`src/rtl/cgra_exec_controller.sv`:
```
// cgra_exec_controller
// Loads configuration words into a PE array and sequences the shared context
// index through a mapping for a programmed number of full context sweeps.
module cgra_exec_controller #(
    parameter int PE_ROW_SIZE    = 4,
    parameter int PE_COLUMN_SIZE = 4,
    parameter int CONTEXT_SIZE   = 8,
    parameter int CONFIG_WIDTH   = 64,
    parameter int ITER_WIDTH     = 16
) (
    input  logic                                                       clk,
    input  logic                                                       reset,
    input  logic                                                       cfg_valid,
    output logic                                                       cfg_ready,
    input  logic [((PE_ROW_SIZE > 1) ? $clog2(PE_ROW_SIZE) : 1)-1:0]       cfg_row,
    input  logic [((PE_COLUMN_SIZE > 1) ? $clog2(PE_COLUMN_SIZE) : 1)-1:0] cfg_column,
    input  logic [((CONTEXT_SIZE > 1) ? $clog2(CONTEXT_SIZE) : 1)-1:0]     cfg_context,
    input  logic [CONFIG_WIDTH-1:0]                                    cfg_word,
    input  logic                                                       start,
    input  logic                                                       abort,
    input  logic                                                       stall,
    input  logic [((CONTEXT_SIZE > 1) ? $clog2(CONTEXT_SIZE) : 1)-1:0]     mapping_context_max_id,
    input  logic [ITER_WIDTH-1:0]                                      iteration_count,
    output logic [PE_ROW_SIZE*PE_COLUMN_SIZE-1:0]                      pe_write_config,
    output logic [CONFIG_WIDTH-1:0]                                    pe_config_word,
    output logic [((CONTEXT_SIZE > 1) ? $clog2(CONTEXT_SIZE) : 1)-1:0]     pe_config_index,
    output logic [((CONTEXT_SIZE > 1) ? $clog2(CONTEXT_SIZE) : 1)-1:0]     context_id,
    output logic                                                       exec_active,
    output logic                                                       busy,
    output logic                                                       done,
    output logic                                                       cfg_error
);

    localparam int RB  = (PE_ROW_SIZE > 1) ? $clog2(PE_ROW_SIZE) : 1;
    localparam int CB  = (PE_COLUMN_SIZE > 1) ? $clog2(PE_COLUMN_SIZE) : 1;
    localparam int XB  = (CONTEXT_SIZE > 1) ? $clog2(CONTEXT_SIZE) : 1;
    localparam int NPE = PE_ROW_SIZE * PE_COLUMN_SIZE;

    typedef enum logic [1:0] {
        ST_IDLE,
        ST_RUN,
        ST_DONE
    } state_e;

    state_e                  state_q, state_d;
    logic [XB-1:0]           context_q, context_d;
    logic [XB-1:0]           max_q, max_d;
    logic [ITER_WIDTH-1:0]   iter_q, iter_d;
    logic [ITER_WIDTH-1:0]   count_q, count_d;
    logic [NPE-1:0]          strobe_q, strobe_d;
    logic [CONFIG_WIDTH-1:0] word_q, word_d;
    logic [XB-1:0]           index_q, index_d;
    logic                    cfg_error_q, cfg_error_d;
    logic                    busy_q, busy_d;
    logic                    done_q, done_d;

    logic [NPE-1:0]          pe_hit;
    logic                    ctx_in_range;
    logic                    addr_ok;
    logic                    cfg_accept;
    logic [XB-1:0]           clamped_max;
    logic                    last_context;
    logic                    last_iter;

    // One hit bit per physically present PE; an out-of-range row or column
    // matches nothing, which is how bad addresses are detected.
    for (genvar r = 0; r < PE_ROW_SIZE; r++) begin : g_row
        for (genvar c = 0; c < PE_COLUMN_SIZE; c++) begin : g_col
            assign pe_hit[r*PE_COLUMN_SIZE + c] = (cfg_row == RB'(r)) && (cfg_column == CB'(c));
        end
    end

    // Config handshake, address validation and run-control decode.
    always_comb begin
        ctx_in_range = (int'(cfg_context) < CONTEXT_SIZE);
        addr_ok      = (|pe_hit) && ctx_in_range;
        cfg_ready    = (state_q == ST_IDLE) && !start;
        cfg_accept   = cfg_valid && cfg_ready;
        clamped_max  = (int'(mapping_context_max_id) > CONTEXT_SIZE - 1)
                     ? XB'(CONTEXT_SIZE - 1) : mapping_context_max_id;
        last_context = (context_q == max_q);
        // iter_q < count_q throughout RUN, so iter_q + 1 cannot overflow.
        last_iter    = ((iter_q + 1'b1) == count_q);
    end

    // Next-state computation for the sequencer and the config write path.
    always_comb begin
        // NOTE: every _d starts from a default so no branch can leave it unassigned and infer a latch.
        state_d     = state_q;
        context_d   = context_q;
        max_d       = max_q;
        iter_d      = iter_q;
        count_d     = count_q;
        strobe_d    = '0;
        word_d      = word_q;
        index_d     = index_q;
        cfg_error_d = cfg_error_q;

        // A strobe lives for exactly the one cycle following acceptance; the
        // payload holds so the PEs see a stable bus between writes.
        if (cfg_accept) begin
            if (addr_ok) begin
                strobe_d = pe_hit;
                word_d   = cfg_word;
                index_d  = cfg_context;
            end else begin
                cfg_error_d = 1'b1;
            end
        end

        case (state_q)
            ST_IDLE: begin
                if (start) begin
                    max_d     = clamped_max;
                    count_d   = iteration_count;
                    context_d = '0;
                    iter_d    = '0;
                    state_d   = (iteration_count == '0) ? ST_DONE : ST_RUN;
                end
            end
            ST_RUN: begin
                // Abort outranks both stall and the final wrap.
                if (abort) begin
                    state_d   = ST_IDLE;
                    context_d = '0;
                    iter_d    = '0;
                end else if (!stall) begin
                    if (last_context) begin
                        context_d = '0;
                        if (last_iter) begin
                            state_d = ST_DONE;
                            iter_d  = '0;
                        end else begin
                            iter_d = iter_q + 1'b1;
                        end
                    end else begin
                        context_d = context_q + 1'b1;
                    end
                end
            end
            ST_DONE: begin
                state_d = ST_IDLE;
            end
            default: begin
                state_d   = ST_IDLE;
                context_d = '0;
                iter_d    = '0;
            end
        endcase

        busy_d = (state_d != ST_IDLE);
        done_d = (state_d == ST_DONE);
    end

    // State register for the FSM, counters and registered outputs.
    always_ff @(posedge clk) begin
        if (reset) begin
            // NOTE: the wide payload register is reset as well, because the PEs observe it as zero out of reset.
            state_q     <= ST_IDLE;
            context_q   <= '0;
            max_q       <= '0;
            iter_q      <= '0;
            count_q     <= '0;
            strobe_q    <= '0;
            word_q      <= '0;
            index_q     <= '0;
            cfg_error_q <= 1'b0;
            busy_q      <= 1'b0;
            done_q      <= 1'b0;
        end else begin
            // NOTE: non-blocking assignments so every flop samples pre-edge values regardless of statement order.
            state_q     <= state_d;
            context_q   <= context_d;
            max_q       <= max_d;
            iter_q      <= iter_d;
            count_q     <= count_d;
            strobe_q    <= strobe_d;
            word_q      <= word_d;
            index_q     <= index_d;
            cfg_error_q <= cfg_error_d;
            busy_q      <= busy_d;
            done_q      <= done_d;
        end
    end

    assign pe_write_config = strobe_q;
    assign pe_config_word  = word_q;
    assign pe_config_index = index_q;
    assign context_id      = context_q;
    assign busy            = busy_q;
    assign done            = done_q;
    assign cfg_error       = cfg_error_q;
    // PE enable follows stall in the same cycle so a held context does no work.
    assign exec_active     = (state_q == ST_RUN) && !stall;

endmodule

```
`config.mk`:
```
export PLATFORM = sky130hd
export DESIGN_NAME = cgra_exec_controller
export DESIGN_NICKNAME = d
export VERILOG_FILES = /design/src/rtl/cgra_exec_controller.sv
export SDC_FILE = /design/constraint.sdc
export NUM_CORES = 1
export LEC_CHECK = 0
export CORE_UTILIZATION = 48
export CTS_CLUSTER_DIAMETER = 60
export DETAILED_ROUTE_END_ITERATION = 10
export PLACE_DENSITY = 0.85
export SYNTH_ARGS = -nofsm -noshare
export SYNTH_HDL_FRONTEND = slang
export SYNTH_SLANG_ARGS = --single-unit
export TNS_END_PERCENT = 10
```
`constraint.sdc`:
```
create_clock -name clk -period 5.8 [get_ports clk]
set_input_delay 1.16 -clock clk [delete_from_list [all_inputs] [get_ports clk]]
set_output_delay 1.16 -clock clk [all_outputs]
set_load 0.05 [all_outputs]
```
==> impl_results.md, run 1 <==
- M1 GR Usage: 29.74%
- Mapped Cells: 632
- Placer Congestion: 0.9104
- CTS Buffer Depth: 2
- Global routing's busiest layer: met2
- Pin count of the biggest net entering global routing: 69
- DR WL/cell: 15.91 um
- Via count: 5177
- Top FF cell, synth: dfxtp_1
- Die area: 0.01102 mm^2
- GRT Util Overall: 27.71%
- Met2 Track Usage GR: 48.44%
- Initial DRC count: 330
- Tot Pwr: 2.415 mW
- Endpoint class of the critical path: output pin
- Final Max Tran Viols: 0
- Number of hold violations in the final report: 0
- Register bit total from synthesis: 126
- # setup viols final: 0
- CP Launch Type: input port
- Cell area after synthesis: 0.005091 mm^2
- Seq/Total Area, Yosys: 49.55%
- Layout Nets: 895
- Initial cell density of the core: 49.32%
- CTS tree: built
- CP bufs+invs: 2
- First-pass GRT wire length: 24140 um
- Max Freq: 0.2464 GHz
- Area growth syn-to-layout: 49.69%
- Vias/cell: 5.473
- Synth area leader: dfxtp_1
- Top cells by area, synth: dfxtp_1 50%, nand2_1 14%, a21oi_1 9.1%
- Synth warn: 0
- GRT overflow: 0
- Non-Filler Instances: 946
- Root Buffer: clkbuf_8
- Fraction of layout cells with a size suffix above 1: 5.926%
- Hold Slack: 454.0 ps
- Post-synth top area share: 49.55%
- H-tree depth: 4
- Initial antenna violation count: 0
- HPWL after DPL: 10370 um
- Resized Gates After CTS: 0
- Critical path required time: 4640 ps
- Layout Skew: 5.740 ps
- PD cells: 316.9 mW/mm^2
- RSZ-0062 raised after global routing: false
- Final core occ: 73.82%
- Worst slew margin: 18.37%
- Final setup TNS: 0 ps
- Number of setup buffers added after CTS: 0
- I/O Pins: 187
- Final wirelength: 15050 um
- Crit-path slowest cell: clkdlybuf4s50_1
- Height of the die: 105.0 um
- Clk sinks: 126
- Crit path largest cell delay: 940 ps
- Met3 usage: 8.983%
- Fill count: 729
- Routed Antenna Nets: 0
- FP Rows: 37
- Tcrit/Tclk final: 69.97%
- Syn avg cell area: 8.056 um^2
- Skew-Pair Late Insertion Delay: 530 ps
- Cell mode on critical path: clkdlybuf4s50_1
- Pre-antenna DRT Iters: 5
- Clock slew at reported path FFs: 60 ps
- Die Wd: 105.0 um
- Ys async rst share: 0%
- CP Cell Sequence: clkdlybuf4s50_1 > nor3_1 > clkdlybuf4s50_1
- Net Count, Synth: 730
- Core ar.: 0.01032 mm^2
- Hold WC Path Type: flip-flop to flip-flop
- Antenna cells: 0
- Slew of the pin with the lowest slew margin: 1224 ps
- Worst-path maximum fanout: 3
- TritonCTS Buffers: 17
- Leak Pwr: 2.755 nW
- Outcome: finished clean
- I/O Buffers: 186
- Arrival time at the worst endpoint: 2900 ps
- Cells after DPL: 914
- Critical path type: input port to output pin
- Number of flops mapped to enable cells by yosys: 0
- Synth cell types: 49
- Maximum capacitance violations: 0
- Fin crit period: 4058 ps
- Top cell family by delay on the critical path: buffers and inverters
- Vias in the first global route: 5161
- Hold Buf Count CTS: 0
- Max VDD drop: 0.0001760 V
- DRC violations left: 0
==> routing by layer <==
| metal | up-vias | routed length (um) | part of all wire, % |
|---|---|---|---|
| met4 | 0 | 638 | 4.2 |
| met3 | 53 | 1059 | 7.0 |
| met2 | 220 | 7617 | 51 |
| met5 | - | 0 | 0 |
| met1 | 2428 | 5736 | 38 |
| li1 | 2476 | - | - |
==> cell families after synthesis <==
kind of cell / synth area share, %
DFF: 49.55
and+or+nand+nor: 27.25
xor gates and xnor gates: 4.129
muxes: 0.1966
adders and majority gates: 0.4914
AOI/OAI and AO/OA: 14.70
buffers and inverters: 3.686
==> cell usage after synthesis (6+ instances only) <==
master	count
a21o_1	6
a21oi_1	93
buf_1	6
buf_2	6
clkbuf_1	28
dfxtp_1	126
nand2_1	193
nand3_1	7
nand4_1	7
nor2_1	29
nor3_1	20
nor4_1	10
xnor2_1	20
==> placed cells by master (no fill, tap or decap), types with 6 or more instances in the layout <==
cell type	count
nor3_1	20
xnor2_1	20
a21o_1	6
clkbuf_16	16
nor4_1	10
a21oi_1	93
nor2_1	29
nand2_1	192
nand3_1	7
dfxtp_1	126
nand4_1	7
clkdlybuf4s50_1	185
==> tightest hold or removal path: stages, from the launching register on <==
cell and delay, ps:
dfxtp_1 310, nand2_1 50, a21oi_1 50
==> worst paths after layout <==
kind	from	end	slack [ps]	cells after the start
worst max-delay path	start	cfg_ready	1740	3
worst min-delay path	pe_config_word[61]$_SDFFE_PP0P_	pe_config_word[61]$_SDFFE_PP0P_	450	2
worst max register to register	iter_q[0]$_SDFFE_PP0P_	iter_q[5]$_SDFFE_PP0P_	2160	9
worst min register to register	pe_config_word[61]$_SDFFE_PP0P_	pe_config_word[61]$_SDFFE_PP0P_	450	2
==> sequential cells by signal, indices dropped and copies added, names as in the netlist <==
| name | count |
|---|---|
| busy | 1 |
| cfg_error | 1 |
| context_id | 3 |
| count_q | 16 |
| done | 1 |
| iter_q | 16 |
| max_q | 3 |
| pe_config_index | 3 |
| pe_config_word | 64 |
| pe_write_config | 16 |
| state_q | 2 |
==> per-stage QoR <==
step                cell area, um^2  setup WS (ps)
finish                         7621           1742
global route                   7621           1681
CTS                            7621           1786
detailed placement             6960           1779
global placement               6960           1828
floorplan                      5091           2316
==> power breakdown <==
part | switching [mW] | internal (mW)
sequential | 0.0217 | 0.899
combinational | 0.194 | 0.132
clock | 0.389 | 0.779
==> final cells by class <==
type	count	area [um^2]	share of cell area (%)
tap	136	170.2	2.233
clock inverter	12	205.2	2.692
clock buffer	20	455.4	5.976
inverter	3	11.26	0.1478
sequential	126	2522	33.10
multi-input combinational	461	2385	31.29
timing repair buffer	188	1872	24.56
Note: power is estimated with default switching activity, not from simulation.
==> run 2, diff against run 1 <==
--- a/config.mk
+++ b/config.mk
@@ -5,10 +5,10 @@
 export SDC_FILE = /design/constraint.sdc
 export NUM_CORES = 1
 export LEC_CHECK = 0
-export CORE_UTILIZATION = 48
+export CORE_UTILIZATION = 40
 export CTS_CLUSTER_DIAMETER = 60
 export DETAILED_ROUTE_END_ITERATION = 10
-export PLACE_DENSITY = 0.85
+export PLACE_DENSITY = 0.76
 export SYNTH_ARGS = -nofsm -noshare
 export SYNTH_HDL_FRONTEND = slang
 export SYNTH_SLANG_ARGS = --single-unit
==> constraint.sdc (replaced) <==
create_clock -name clk -period 3.6 [get_ports clk]
set_input_delay 0.72 -clock clk [delete_from_list [all_inputs] [get_ports clk]]
set_output_delay 0.72 -clock clk [all_outputs]
set_load 0.05 [all_outputs]
==> run 2 against run 1 <==
Compared with the run above:
- core utilization down 11 points
- critical endpoint is now iter_q[2]$_SDFFE_PP0P_
- combinational power up 64%
- clock skew up 4.1 ps
- final cell count up 4.2%
- largest cell class unchanged
==> impl_results.md, run 2 (synthesis results as in run 1) <==
- Initial cell density of the core: 41.69%
- Pin count of the biggest net entering global routing: 78
- DR WL/cell: 15.27 um
- Comb power frac: 14.2%
- Final setup TNS: 0 ps
- Reg2reg start: iter_q[0]$_SDFFE_PP0P_
- Core ar.: 0.01221 mm^2
- # setup viols final: 0
- Most frequent cells in the layout: 192 x nand2_1, 184 x clkdlybuf4s50_1, 126 x dfxtp_1, 93 x a21oi_1, 29 x nor2_1
- Number of setup buffers added after CTS: 0
- TritonCTS Buffers: 17
- Number of flip-flops in the largest register: 64
- I/O Pins: 187
- Resized Gates After CTS: 0
- Vias in the first global route: 4887
- Seq pwr share: 39.4%
- Length of routed wiring on met1: 6047 um
- Via count: 5079
- Clock slew at reported path FFs: 60 ps
- Maximum capacitance violations: 0
- Worst Setup EP: iter_q[2]$_SDFFE_PP0P_
- Commonest non-fill, non-tap cell in the layout: nand2_1
- FF-to-FF path depth: 10
- CTS Buffer Depth: 2
- Critical path type: flip-flop to flip-flop
- Hold path start: pe_config_word[50]$_SDFFE_PP0P_
- Max VDD drop: 0.0003496 V
- Tcrit/Tclk final: 89.34%
- Initial DRC count: 319
- Leak Pwr: 2.781 nW
- Clk pwr share: 46.4%
- Cells after DPL: 954
- Arrival time at the worst endpoint: 3510 ps
- Sw power: 0.9575 mW
- Fraction of layout cells with a size suffix above 1: 6.724%
- Final wirelength: 15060 um
- Number of hold violations in the final report: 0
- Hold Buf Count CTS: 0
- Final Max Tran Viols: 0
- Layout Skew: 9.852 ps
- PD cells: 490.6 mW/mm^2
- FF-to-FF setup slack: 380 ps
- Height of the die: 114.8 um
- Slew of the pin with the lowest slew margin: 817.2 ps
- Reg2reg end: iter_q[2]$_SDFFE_PP0P_
- Die area: 0.01318 mm^2
- Crit path largest cell delay: 500 ps
- Max Freq: 0.3109 GHz
- Crit path from: iter_q[0]$_SDFFE_PP0P_
- Clk sinks: 126
- Vias/cell: 5.151
- Routed Antenna Nets: 0
- Die Wd: 114.8 um
- Outcome: finished clean
- CP Cell Sequence: ha_1 > nand3_1 > nor2_2 > nand4_2 > xnor2_1 > or3b_1 > nor4_4 > buf_4 > nor4b_1 > a221o_1
- Root Buffer: clkbuf_16
- Max Used Layer: met4
- First-pass GRT wire length: 23850 um
- WL met3: 984 um
- P_int: 2.810 mW
- CTS tree: built
- Switch share: 25.41%
- Critical path required time: 3900 ps
- Non-Filler Instances: 986
- HPWL after DPL: 10940 um
- GRT overflow: 0
- GRT Util Overall: 23.36%
- Pre-antenna DRT Iters: 4
- H-tree depth: 4
- DRC violations left: 0
- Worst slew margin: 45.52%
- RSZ-0062 raised after global routing: false
- Antenna cells: 0
- Initial antenna violation count: 0
- Met2 Wirelength: 7517 um
- Area growth syn-to-layout: 50.85%
- Fin crit period: 3216 ps
- Skew-Pair Late Insertion Delay: 420 ps
- CP Launch Type: flip-flop
- Layout Nets: 903
- Endpoint class of the critical path: flip-flop
- Hold WC Path Type: flip-flop to flip-flop
- I/O Buffers: 186
- Worst-path maximum fanout: 9
- FP Rows: 40
- Crit-path slowest cell: dfxtp_1
- Placer Congestion: 0.9206
==> run 2: cell types whose count changed in the layout (fill, tap and decap cells not counted), moves of 2 or more <==
cell and delta:
buf_4 +8, bufinv_16 -2, clkbuf_1 +2, clkinv_2 +3
==> run 2: per-stage QoR <==
stage | utilization (%) | hold WS (ps) | power, mW | worst slack, ps | instance area [um^2]
after floorplan | - | 446.5 | 1.804 | 556.3 | 5091
after CTS | 62.89 | 452.9 | 3.794 | 414.4 | 7680
after global placement | 57.90 | 441.9 | 2.037 | 544.4 | 7071
final | 62.89 | 451.1 | 3.768 | 383.8 | 7680
after detailed placement | 57.90 | 446.7 | 2.045 | 437.2 | 7071
after global routing | 62.89 | 467.9 | 3.888 | 150.7 | 7680
==> run 2: power by group through the flow <==
| stage | Clock (mW) | Sequential (mW) | Combinational, mW |
|---|---|---|---|
| final | 1.75 | 1.48 | 0.535 |
| after CTS | 1.78 | 1.48 | 0.535 |
| after floorplan | 0 | 1.64 | 0.165 |
| after detailed placement | 0 | 1.51 | 0.533 |
| after global placement | 0 | 1.51 | 0.526 |
| after global routing | 1.83 | 1.49 | 0.569 |
==> run 2: layer usage <==
layer	vias to the layer above	global-route usage, %
li1	2489	-
met1	2374	26.95
met2	177	39.19
met3	39	6.747
met4	0	12.81
met5	-	0
==> run 2: worst min path at each step <==
| stage | endpoint | slack, ps | cells after the start |
|---|---|---|---|
| after detailed placement | pe_config_index[1]$_SDFFE_PP0P_ | 450 | 2 |
| after floorplan | count_q[3]$_SDFFE_PP0P_ | 450 | 2 |
| final | pe_config_word[50]$_SDFFE_PP0P_ | 450 | 2 |
| after global placement | pe_config_word[41]$_SDFFE_PP0P_ | 440 | 2 |
| after global routing | pe_config_word[9]$_SDFFE_PP0P_ | 470 | 2 |
| after CTS | pe_config_index[1]$_SDFFE_PP0P_ | 450 | 2 |
==> run 2: layout make-up <==
cell class              instances  area, um^2
fillers                      1056        4532
flip-flops and latches        126        2522
multi-input cells             461        2385
repair buffers                196        1942
clock buffers                  22       474.2
well taps                     168       210.2
clock inverters                10       135.1
inverters                       3       11.26
==> run 2: critical path, delay by kind of cell, from the launching register on <==
kind / cells / cell delay, ps
adders and majority gates: 1 / 300
xor gates and xnor gates: 1 / 220
AOI/OAI and AO/OA: 1 / 270
DFF: 1 / 500
and+or+nand+nor: 6 / 1520
buffers and inverters: 1 / 280
